===== src/rtl/memory_port_arbiter.sv =====
// Round-robin arbiter sharing one synchronous memory port between instruction
// fetch and data load/store, with fixed read latency and per-requester done pulses.
module memory_port_arbiter #(
  parameter int LATENCY = 1
) (
  input  logic        clock,
  input  logic        reset,
  input  logic        fetchRequest,
  input  logic [31:0] fetchAddress,
  output logic        fetchDone,
  output logic [31:0] fetchData,
  input  logic        dataRequest,
  input  logic        dataWrite,
  input  logic [31:0] dataAddress,
  input  logic [31:0] dataWriteData,
  input  logic [3:0]  dataByteEnable,
  output logic        dataDone,
  output logic [31:0] dataReadData,
  output logic [29:0] memAddress,
  output logic        memWriteEnable,
  output logic [3:0]  memByteEnable,
  output logic [31:0] memWriteData,
  input  logic [31:0] memReadData,
  output logic        busy
);

  typedef enum logic [1:0] {IDLE, ACCESS, COMPLETE} stateT;

  stateT       stateReg;
  stateT       stateNext;
  logic        ownerData;      // 1 = data port owns the current access
  logic        lastGrantData;  // 1 = most recent grant went to data
  logic        writeOp;
  logic [3:0]  counter;
  logic        grantValid;
  logic        grantData;

  // Byte-offset bits are meaningless on a word-wide port.
  logic unusedAddrBits;
  assign unusedAddrBits = ^{fetchAddress[1:0], dataAddress[1:0]};

  always_ff @(posedge clock) begin
    if (reset) begin
      stateReg <= IDLE;
    end else begin
      stateReg <= stateNext;
    end
  end

  always_comb begin
    grantValid = fetchRequest | dataRequest;
    // On a tie, the requester that did not win last time gets the port.
    grantData  = dataRequest & (~fetchRequest | ~lastGrantData);
    stateNext  = stateReg;
    fetchDone  = 1'b0;
    dataDone   = 1'b0;
    busy       = (stateReg != IDLE);
    case (stateReg)
      IDLE: begin
        if (grantValid) stateNext = ACCESS;
      end
      ACCESS: begin
        if (writeOp || counter == 4'd0) stateNext = COMPLETE;
      end
      COMPLETE: begin
        fetchDone = ~ownerData;
        dataDone  = ownerData;
        stateNext = IDLE;
      end
      default: stateNext = IDLE;
    endcase
  end

  always_ff @(posedge clock) begin
    if (reset) begin
      ownerData      <= 1'b0;
      lastGrantData  <= 1'b0;
      writeOp        <= 1'b0;
      counter        <= 4'd0;
      memAddress     <= 30'd0;
      memWriteEnable <= 1'b0;
      memByteEnable  <= 4'd0;
      memWriteData   <= 32'd0;
      fetchData      <= 32'd0;
      dataReadData   <= 32'd0;
    end else begin
      case (stateReg)
        IDLE: begin
          memWriteEnable <= 1'b0;
          if (grantValid) begin
            ownerData     <= grantData;
            lastGrantData <= grantData;
            counter       <= 4'(LATENCY);
            if (grantData) begin
              memAddress     <= dataAddress[31:2];
              writeOp        <= dataWrite;
              memWriteEnable <= dataWrite;
              memByteEnable  <= dataByteEnable;
              memWriteData   <= dataWriteData;
            end else begin
              memAddress     <= fetchAddress[31:2];
              writeOp        <= 1'b0;
              memByteEnable  <= 4'd0;
              memWriteData   <= 32'd0;
            end
          end
        end
        ACCESS: begin
          // The store strobe lives only in the first access cycle.
          memWriteEnable <= 1'b0;
          if (!writeOp) begin
            if (counter == 4'd0) begin
              if (ownerData) dataReadData <= memReadData;
              else           fetchData    <= memReadData;
            end else begin
              counter <= counter - 4'd1;
            end
          end
        end
        default: begin
          memWriteEnable <= 1'b0;
        end
      endcase
    end
  end

endmodule


===== config.mk =====
export PLATFORM = sky130hd
export DESIGN_NAME = memory_port_arbiter
export DESIGN_NICKNAME = d
export VERILOG_FILES = /design/src/rtl/memory_port_arbiter.sv
export SDC_FILE = /design/constraint.sdc
export NUM_CORES = 1
export LEC_CHECK = 0
export ABC_AREA = 1
export CAP_MARGIN = 20
export CORE_MARGIN = 1
export CORE_UTILIZATION = 45
export CTS_CLUSTER_DIAMETER = 200
export CTS_CLUSTER_SIZE = 14
export DETAILED_ROUTE_END_ITERATION = 7
export PLACE_DENSITY_LB_ADDON = 0.2
export SLEW_MARGIN = 10
export SYNTH_ARGS = -nofsm -noshare
export SYNTH_HDL_FRONTEND = slang
export SYNTH_SLANG_ARGS = --single-unit
export TNS_END_PERCENT = 30

===== constraint.sdc =====
create_clock -name clock -period 4.6 [get_ports clock]
set_clock_uncertainty 0.15 [all_clocks]
set_input_delay 0.46 -clock clock [delete_from_list [all_inputs] [get_ports clock]]
set_output_delay 0.46 -clock clock [all_outputs]
set_load 0.05 [all_outputs]

==> flow_summary.json <==
{
  "outcome": "finished, final reports clean",
  "grt_pass1_vias": 5667,
  "grt_usage_pct": 25.95,
  "period_needed_ns": 2.928,
  "cts_max_level": 4,
  "hpwl_um": 11190,
  "overflow": 0,
  "place_ws_ns": 1.498,
  "hp-start": "dataReadData[23]$_SDFFE_PP0P_",
  "synth.distinct_cells": 23,
  "cp-end-kind": "register",
  "reg2reg_slack_ns": 1.67,
  "worst_pin_slew_ns": 0.9876,
  "numCtsBuffers": 17,
  "start_kind": "register",
  "routedWlPerCell_um": 13.48,
  "timing.final.crit_share_pct": 63.65,
  "clockBufferDepth": 2,
  "port_buffers": 266,
  "synthCells": 840,
  "postLayoutSetupSlackWorst_ns": 1.672,
  "cts_sinks": 139,
  "routed_wl_um": 17010,
  "cts-root-buf": "clkbuf_16",
  "ant_nets": 0,
  "slew_violations": 0,
  "r2r-start": "stateReg[0]$_SDFFE_PP0P_",
  "min_to": "dataReadData[23]$_SDFFE_PP0P_",
  "die_w_um": 115.5,
  "clock.fmax_mhz": 341.5,
  "required_ns": 4.80,
  "layout-drive-gt1-share_pct": 4.862,
  "reg2reg_depth": 6,
  "maxCapViolCount": 0,
  "critPathMaxFanout": 34,
  "hold_class": "reg -> reg",
  "setup_tns_ns": 0,
  "grt_pass1_wl_um": 26870,
  "synth_area_mm2": 0.005792,
  "diodes": 0,
  "ys_seq_area_share_pct": 48.04,
  "synth_area_per_cell_um2": 6.895,
  "regArea_mm2": 0.002783,
  "vias": 6086,
  "finalNetCount": 1216,
  "max_slew_margin_pct": 34.09,
  "ys_ff_latch": 139,
  "rsz0062_at_grt": "false",
  "drcViolationCount": 0,
  "std_cell_rows": 41,
  "grt_max_degree": 62,
  "arrival_ns": 3.13,
  "p_per_area_mw_per_mm2": 613.7,
  "syn-num-nets": 979,
  "multiInputGateArea_mm2": 0.002462,
  "grt_antenna_before_repair": 0,
  "core_mm2": 0.01257,
  "final-setup-viol-count": 0,
  "drt_iter0_drc": 363,
  "post_cts_buffers": 0,
  "cts_tree": "yes",
  "yosysWarnings": 0,
  "gp_congestion": 0.7747,
  "cts_resized": 0,
  "die_y_um": 115.5,
  "hold_viol": 0,
  "cts_hold_buf": 0,
  "ios": 271,
  "peakVddDrop_uv": 332.5,
  "p_leak_nw": 3.871,
  "worst-setup-path-type": "reg -> reg",
  "r2r-end": "fetchData[27]$_SDFFE_PP0P_",
  "drtPass1Iterations": 4,
  "whs_path_depth": 2,
  "start_util_pct": 46.08,
  "path_clk_slew_ns": 0.06,
  "die_area_mm2": 0.01333,
  "fillCellCount": 1015,
  "area_growth_pct": 57.38,
  "via_per_inst": 4.823,
  "clk_latency_ns": 0.42
}
final cells by class:
type,instances,share of cell area (%)
Clock buffer,20,5.120
Timing Repair Buffer,274,29.87
Inverter,79,3.253
Sequential cell,139,30.53
Tap cell,172,2.361
Multi-Input combinational cell,566,27.01
Clock inverter,12,1.853
worst max-delay path, cell delays in order (launching register included):
cell and delay [ns]:
dfxtp_1 0.46, inv_2 0.07, nor2_4 0.65, nand2_4 0.45
nor2_4 0.75, o21ai_1 0.16, nor2_1 0.14
stage by stage:
stage               power [mW]  hold slack [ns]  cell area (um^2)  cells  util [%]
finish                   5.594           0.3136              9115   1262     72.52
global route             5.891           0.3369              9115   1262     72.52
CTS                      5.628           0.3135              9115   1262     72.52
detailed placement       4.159           0.3059              8479   1230     67.47
global placement         4.139           0.2993              8479   1230     67.47
floorplan                3.366           0.3160              5792    840         -
synth_stat cells (all sizes together):
cell      n  area (um^2)
a21oi    40        200.2
buf      20        133.9
clkbuf   36        135.1
dfxtp   139         2783
ha        2        25.02
inv      79        296.5
nand2   186        708.2
nand3     8        40.04
nand4    32        200.2
nor2    198        760.7
nor3     36        185.2
o21ai    64        324.1
kinds of logic after synthesis:
kind of cell,count (synthesis),share of synthesized area [%]
adder cells (fa/ha/maj),2,0.4320
AO/OA/AOI/OAI,104,9.052
flip-flops,139,48.04
buffers and inverters,135,9.764
AND/OR/NAND/NOR,460,32.71
state kept, by name, summed over array words and instances, names as in the netlist:
name,count
stateReg,2
lastGrantData,1
memWriteData,32
counter,4
writeOp,1
fetchData,32
dataReadData,32
memByteEnable,4
memAddress,30
memWriteEnable,1
metal layers:
metal / global-route usage (%) / part of all wire (%) / wire length (um) / vias to the layer above
met5: 0 / 0 / 0 / -
met4: 13.51 / 3.3 / 564 / 0
met3: 9.780 / 9.5 / 1623 / 38
met2: 43.79 / 48 / 8117 / 243
met1: 28.44 / 39 / 6700 / 2698
li1: - / - / - / 3107
power breakdown:
| part | leakage, nW | switching [mW] | internal [mW] |
|---|---|---|---|
| combinational | 2.42 | 1.77 | 0.760 |
| sequential | 1.14 | 0.142 | 1.47 |
| clock | 0.312 | 0.508 | 0.945 |
| total | 3.87 | 2.42 | 3.17 |
worst max-delay path by stage:
stage | startpoint | to | depth (start not counted)
6_report | stateReg[0]$_SDFFE_PP0P_ | fetchData[27]$_SDFFE_PP0P_ | 6
2_1_floorplan | stateReg[1]$_SDFFE_PP0P_ | dataDone | 2
3_5_place_dp | dataRequest | memAddress[23]$_SDFFE_PP0P_ | 8
5_1_grt | stateReg[0]$_SDFFE_PP0P_ | fetchData[0]$_SDFFE_PP0P_ | 6
3_3_place_gp | dataRequest | memAddress[10]$_SDFFE_PP0P_ | 8
4_1_cts | stateReg[0]$_SDFFE_PP0P_ | fetchData[27]$_SDFFE_PP0P_ | 6
cell usage in the layout (no fill, tap or decap), drive strengths merged:
| cell type | count |
|---|---|
| a21oi | 40 |
| buf | 8 |
| bufinv | 4 |
| clkbuf | 20 |
| clkdlybuf4s50 | 266 |
| clkinv | 6 |
| clkinvlp | 2 |
| dfxtp | 139 |
| ha | 2 |
| inv | 79 |
| nand2 | 186 |
| nand3 | 8 |
| nand4 | 32 |
| nor2 | 198 |
| nor3 | 36 |
| o21ai | 64 |
(Power assumes the default switching activity.)
